==> src/rtl/sub_serial_pkg.sv <==
// Shared types and sizing helpers for the bit-serial sum-recovery subtractor.
package sub_serial_pkg;

  localparam int W_DEFAULT = 8;

  typedef enum logic [1:0] {
    IDLE  = 2'd0,
    SHIFT = 2'd1,
    DONE  = 2'd2
  } state_e;

  // Counter must hold 0..W, the last step index of a (W+1)-step operation.
  function automatic int cnt_w(input int w);
    return $clog2(w + 2);
  endfunction

endpackage

==> src/rtl/sub9u_serial_recover_fsub1.sv <==
// Combinational 1-bit full subtractor: d = s - b - bin, with borrow out.
module fsub1 (
  input  logic s,
  input  logic b,
  input  logic bin,
  output logic d,
  output logic bout
);

  assign d    = s ^ b ^ bin;
  assign bout = (~s & b) | (~(s ^ b) & bin);

endmodule

==> src/rtl/sub9u_serial_recover.sv <==
// Recovers A = O - B bit-serially over W+1 cycles and flags sums no W-bit A can produce.
module sub9u_serial_recover
  import sub_serial_pkg::*;
#(
  parameter int W = W_DEFAULT
) (
  input  logic         clk,
  input  logic         rst_n,
  input  logic         in_valid,
  output logic         in_ready,
  input  logic [W:0]   sum_i,
  input  logic [W-1:0] b_i,
  output logic         out_valid,
  input  logic         out_ready,
  output logic [W-1:0] a_o,
  output logic         err_o
);

  localparam int CW = cnt_w(W);

  state_e          state_q, state_d;
  logic [W:0]      s_q, s_d;
  logic [W:0]      b_q, b_d;
  logic [W-1:0]    d_q, d_d;
  logic            bor_q, bor_d;
  logic [CW-1:0]   cnt_q, cnt_d;
  logic [W-1:0]    a_q, a_d;
  logic            err_q, err_d;
  logic            step_d, step_bout;

  fsub1 u_fsub1 (
    .s    (s_q[0]),
    .b    (b_q[0]),
    .bin  (bor_q),
    .d    (step_d),
    .bout (step_bout)
  );

  // NOTE: every signal gets a default before the case so no path can infer a latch.
  always_comb begin
    state_d = state_q;
    s_d     = s_q;
    b_d     = b_q;
    d_d     = d_q;
    bor_d   = bor_q;
    cnt_d   = cnt_q;
    a_d     = a_q;
    err_d   = err_q;
    case (state_q)
      IDLE: begin
        if (in_valid) begin
          s_d     = sum_i;
          b_d     = {1'b0, b_i};
          d_d     = '0;
          bor_d   = 1'b0;
          cnt_d   = '0;
          state_d = SHIFT;
        end
      end
      SHIFT: begin
        s_d   = s_q >> 1;
        b_d   = b_q >> 1;
        d_d   = {step_d, d_q[W-1:1]};
        bor_d = step_bout;
        cnt_d = cnt_q + CW'(1);
        // The final difference bit is D[W]; it is consumed live and never stored.
        if (cnt_q == CW'(W)) begin
          a_d     = d_q;
          err_d   = step_bout | step_d;
          state_d = DONE;
        end
      end
      DONE: begin
        if (out_ready) state_d = IDLE;
      end
      default: state_d = IDLE;
    endcase
  end

  // NOTE: non-blocking assignments keep all flops updating from the same pre-edge values.
  always_ff @(posedge clk) begin
    if (!rst_n) begin
      state_q <= IDLE;
      s_q     <= '0;
      b_q     <= '0;
      d_q     <= '0;
      bor_q   <= 1'b0;
      cnt_q   <= '0;
      a_q     <= '0;
      err_q   <= 1'b0;
    end else begin
      state_q <= state_d;
      s_q     <= s_d;
      b_q     <= b_d;
      d_q     <= d_d;
      bor_q   <= bor_d;
      cnt_q   <= cnt_d;
      a_q     <= a_d;
      err_q   <= err_d;
    end
  end

  assign in_ready  = (state_q == IDLE);
  assign out_valid = (state_q == DONE);
  assign a_o       = a_q;
  assign err_o     = err_q;

endmodule

==> config.mk <==
export PLATFORM = sky130hd
export DESIGN_NAME = sub9u_serial_recover
export DESIGN_NICKNAME = d
export VERILOG_FILES = /design/src/rtl/sub_serial_pkg.sv /design/src/rtl/sub9u_serial_recover_fsub1.sv /design/src/rtl/sub9u_serial_recover.sv
export SDC_FILE = /design/constraint.sdc
export NUM_CORES = 1
export LEC_CHECK = 0
export ABC_AREA = 1
export CAP_MARGIN = 20
export CORE_MARGIN = 8
export CORE_UTILIZATION = 52
export DETAILED_ROUTE_END_ITERATION = 8
export MAX_ROUTING_LAYER = met4
export PLACE_DENSITY = 0.8
export SLEW_MARGIN = 20
export SYNTH_ARGS = -nofsm -noshare
export SYNTH_HDL_FRONTEND = slang
export SYNTH_SLANG_ARGS = --single-unit
export TNS_END_PERCENT = 20
==> constraint.sdc <==
create_clock -name clk -period 1.8 [get_ports clk]
set_clock_uncertainty 0.05 [all_clocks]
set_input_delay 0.18 -clock clk [delete_from_list [all_inputs] [get_ports clk]]
set_output_delay 0.18 -clock clk [all_outputs]
set_load 0.01 [all_outputs]
# == Word level (Yosys, flattened, before mapping) ==
# Cells that the tools add are included.
# op_classes
n_addsub,1
eq_ne,6
muxes,14
bitwise,8
reduce_logical,5
# op_table
op,n
9-bit one-hot mux with 2 select lines,2
9-bit two-way mux,2
8-bit one-hot mux with 2 select lines,1
8-bit two-way mux,1
4-bit one-hot mux with 2 select lines,1
2-bit two-way mux,3
2-bit one-hot mux with 3 select lines,1
"4-bit by 1-bit adder with 4-bit output, second input constant",1
"4-bit == test, second input constant",1
4-bit two-way mux,1
"2-bit != test, second input constant",2
2-bit AND reduction,2
3-bit AND reduction,1
1-bit AND,2
"2-bit by 1-bit == test with 1-bit output, second input constant",1
"2-bit == test, second input constant",1
2-bit zero test,1
"2-bit by 1-bit != test with 1-bit output, second input constant",1
1-bit inverter,2
1-bit OR,2
1-bit one-hot mux with 2 select lines,1
2-bit nonzero test,1
1-bit XOR,2
1-bit two-way mux,1
# word_totals
ff_bits,42
input_bits,21
out_inout_bits,11
elab_cells,42

# == Logic depth before layout (Yosys ltp) ==
# depth
depth_word,5
ltp_mapped,8
depth_no_buf,8

# == By module ==
# From an unflattened synthesis, not the netlist that was laid out.
# unflattened
hier_cells,270
area_unflattened_um2,1855.5
# modules_own_cells
module,instances,cells_each,area_per_inst_um2,seq_area_each_um2
sub9u_serial_recover,1,266,1824.2,820.8
fsub1,1,4,31.3,0.0

# == Worst setup path after synthesis ==
# No wires, ideal clock.
# synth_timing
path_kind,flip-flop to flip-flop
start,register bor_q
end,register d_q[7]
setup_time_ns,0.070
t_arrival_ns,1.174
required_time_ns,1.680
path_slack_ns,0.506
path_stages_with_launch,4
path_buffers,0
period_less_slack_ns,1.294
cell_sequence,dfxtp_1 -> fa_1 -> or2_2 -> a21oi_1
# synth_via
elab_chain_len,2
# synth_rtl
item,line_no,rtl
"start, declared",sub9u_serial_recover.sv:25,"logic bor_q, bor_d;"
"start signal, assigned",sub9u_serial_recover.sv:96,bor_q <= bor_d;
1-bit XOR,sub9u_serial_recover_fsub1.sv:10,assign d = s ^ b ^ bin;
8-bit one-hot mux with 2 select lines,sub9u_serial_recover.sv:49,case (state_q)
"end signal, assigned",sub9u_serial_recover.sv:86,d_q <= '0;
"end signal, assigned",sub9u_serial_recover.sv:95,d_q <= d_d;
"end, declared",sub9u_serial_recover.sv:24,"logic [W-1:0] d_q, d_d;"
# Every way passes these cells.
# A chain may end at the register's enable or synchronous reset.

# == Worst setup path in the final report ==
# layout_timing
start,register state_q[0]
end,output in_ready
# layout_via
elab_chain_len,1
# layout_rtl
item,line_no,rtl
"start, declared",sub9u_serial_recover.sv:21,"state_e state_q, state_d;"
"start signal, assigned",sub9u_serial_recover.sv:92,state_q <= state_d;
2-bit zero test,sub9u_serial_recover.sv:103,assign in_ready = (state_q == IDLE);
"end, declared",sub9u_serial_recover.sv:10,"output logic in_ready,"
# Every way passes these cells.

==> flow_results.org <==
** CTS
- After clock tree synthesis, the setup repair step added 0 buffers.
- # H-tree levels :: 2
- CTS Sinks :: between 40 and 50
- TritonCTS clock tree :: built
- CTS-repair resized insts :: 2
- The clock passes through at most 2 buffers.
- For the worst-skew pair, the clock arrives at the later sink with an insertion delay of ~0.36 ns.
- Clk slew on worst S/H paths :: between 0.1 and 0.15 ns
- CTS placed an instance of clkbuf_4 at the clock tree root.
- Clock buffers created by TritonCTS :: 5
- In this run, post-CTS hold repair placed 0 buffers.

** Global route
- For met3 alone, demand over resource in global routing was 4.61%.
- For this run the aggregate overflow at the end of global routing stands at 0.
- Via count of the first global-routing pass :: 1,626
- The number of antenna violations at the first check in global routing is 0.
- Maximum number of pins on one net before global-route repair :: 21
- GR Layer Usage met2 :: 24.5%
- The global routing stage identified its most utilized layer as met2.
- For this run, the total global-route usage over all layers was measured as between 10% and 20%.
- The first global-routing pass estimated between 7 and 8 mm of wire.
- Met1 layer usage reported by global route :: 20.9%

** Logic synthesis
- Syn Area/Cell :: a little under 7 µm²
- The number of nets handed over by synthesis was just under 300.
- The synthesized design contains slightly above 40 register bits.
- Synth area leaders :: dfxtp_1 (44%), nand2_1 (15%), nand3_1 (9.2%)
- Warnings from Yosys :: 0
- The synthesized netlist contains 20 unique library cells.
- Total standard cell area after synthesis :: approximately 1900 µm²
- In this run the biggest area consumer among cell types represents between 40% and 50% of the synthesized area.
- The cell count after synthesis came out at between 200 and 300.
- The largest total area in the synthesized netlist belongs to dfxtp_1.
- Sequential cells were found to cover between 40% and 50% of the synthesized design area.

** Timing
- Setup violations remaining at the end of the flow were counted as 0.
- For the pin with the worst max-slew slack, the measured transition is 0.245 ns.
- Number of pins with negative max-slew slack in the final report :: 0
- Setup repair after global routing missed its margin :: no
- Setup TNS after final layout :: 0 ns
- Of the available clock period, the critical path in the final layout requires 93.5%.
- Worst slew margin relative to its limit :: 83.6%
- The tightest hold path in the finished design has a slack of 0.345 ns.
- Final count of hold timing violations :: 0
- Based on the critical path, the design can be clocked at up to just under 0.6 GHz.
- Period minus WS final :: between 1.5 and 2 ns

** Drt
- Aggregate routed wire length :: between 3 and 4 mm
- Routed vias/inst :: between 4 and 5
- After detailed routing, the average wire length per cell comes to about 11 µm.
- Number of search-and-repair iterations in the first detailed-routing pass :: 4
- The detail route stage leaves a number of antenna-violating nets equal to 0.
- Across all layers, the routed design uses 1,739 vias.
- Drc violations :: 0
- In this run, the number of DRC markers left after iteration 0 of detailed routing was approximately 160.

** Min path
- Worst Min Path Start :: b_i[7]
- Hold WC Path Type :: in2reg
- Terminating pin of the worst hold path :: b_q[7]
- Counting instances, the worst hold path has a depth of 3.

** Power
- Final Power :: approximately 1.8 mW
- Across the VDD grid, the largest voltage drop is just over 0.5 mV.
- The analysis attributes to cell leakage a power of 0.976 nW.
- In this run the power density over the cells is ~800 nW/µm².

** Floorplan
- I/O pin total :: 32
- The floorplan step defined a die boundary enclosing approximately 5700 µm².
- Standard-cell rows :: 21
- For this configuration, the core starts out at a cell density of between 50% and 60%.
- Width of the die :: 75.8 µm
- The die is between 70 and 80 µm tall.
- In this run the standard cell core region covers 3390 µm².

** Layout
- Syn-to-layout area delta :: 23.8%
- Share of final-layout standard cells stronger than drive strength 1 :: under 10%
- Counting the fill cells in the layout gives between 200 and 300.
- Most common cell after layout, fill and taps aside :: nand2_1
- The final layout contains between 300 and 400 nets.
- Diode count :: 0
- The library cells used most frequently in the layout, excluding fill and tap cells, are nand2_1 (74), nor2_1 (44), dfxtp_1 (40), nand3_1 (34), clkdlybuf4s50_1 (30).

** Worst setup path
- Reg-to-reg slack, setup :: 0.35 ns
- Cell at the slowest stage of the critical path :: clkdlybuf4s50_1
- CP max FO :: 5
- The critical path in this run is classified as reg2out.
- STA puts the critical path data arrival time at between 1 and 1.5 ns.
- Required time of the critical path :: 1.57 ns
- Cells along the critical path :: nor2_2 -> clkdlybuf4s50_1
- The startpoint identified for the worst register-to-register timing path is cnt_q[0].
- The worst register-to-register path ends at a_o[6].
- Measured in cells, the most critical reg-to-reg path has a length of 8.
- The worst setup path is launched from a flop.
- STA classifies the critical path endpoint as an output port.
- Highest cell delay on the worst timing path :: 0.55 ns

** Place
- At the end of routability-driven placement, the weighted congestion stood at roughly 0.84.
- Hpwl dp :: 2.89 mm
- Number of port buffers :: 31

** Run
- Max-cap violations in this run came to 0.

** Run status
- The run finished with clean final reports.
sequential cells by signal (all words and copies together) (netlist names):
name     flops
b_q          8
s_q          9
bor_q        1
a_o          8
state_q      2
err_o        1
d_q          8
cnt_q        4
metrics by stage:
step           std cells  setup slack (ns)  utilization (%)  instance area (µm²)
5_1_grt              349            0.0278             67.9                 2300
3_3_place_gp         341             0.279             65.4                 2220
4_1_cts              349             0.103             67.9                 2300
2_1_floorplan        267             0.506                -                 1860
6_report             349             0.117             67.9                 2300
3_5_place_dp         341             0.251             65.4                 2220
Yosys cell counts:
cell type and count:
ha_1 2, nor2_1 44, nand2_1 74, buf_1 1, inv_2 2, buf_4 3, nand3_1 34, nand2_2 3
nand3b_1 8, o21ai_0 2, clkbuf_1 2, fa_1 1, buf_6 2, buf_2 4, or2_2 1, inv_1 23
nor2_2 1, nor2_4 2, dfxtp_1 41, a21oi_1 17
where the power goes:
part / internal (mW) / total [mW] / switching, mW
Clock: 0.294 / 0.610 / 0.316
Sequential: 0.940 / 0.962 / 0.0223
Combinational: 0.110 / 0.243 / 0.133
Total: 1.34 / 1.81 / 0.471
cell type report:
class	instances	area, µm²	area share (%)
clock buffer	5	37.5	1.63
clock inverter	3	46.3	2.01
inverter	25	93.8	4.08
multi-input combinational	189	867	37.7
sequential	41	822	35.7
tap	46	57.6	2.50
timing repair buffer	40	377	16.4
metal layers:
layer  vias up  wire length, µm
met1       770             1910
met4         0               84
met3         8              244
li1        907                -
met2        54             1680
met5         -                0
worst max path at each step:
stage	end	slack [ns]	cells past startpoint	from
floorplan	d_q[7]	0.51	3	bor_q
global placement	out_valid	0.28	3	state_q[1]
detailed placement	out_valid	0.25	3	state_q[1]
CTS	in_ready	0.10	2	state_q[0]
global route	in_ready	0.03	2	state_q[0]
finish	in_ready	0.12	2	state_q[0]
cell families (layout without fill, tap and decap cells):
family / count (synthesis) / in the layout / share of synthesized area, %
AND/OR/NAND/NOR: 167 / 167 / 39.1
adder cells (fa/ha/maj): 3 / 3 / 2.42
flip-flops: 41 / 41 / 44.2
buffers and inverters: 37 / 73 / 9.16
AO/OA/AOI/OAI: 19 / 19 / 5.12
critical path, delay by kind of cell, from the launching register on:
kind                   cells  cell delay, ns
buffers and inverters      1            0.55
flip-flops                 1            0.40
AND/OR/NAND/NOR            1            0.14
(Power assumes the default switching activity.)
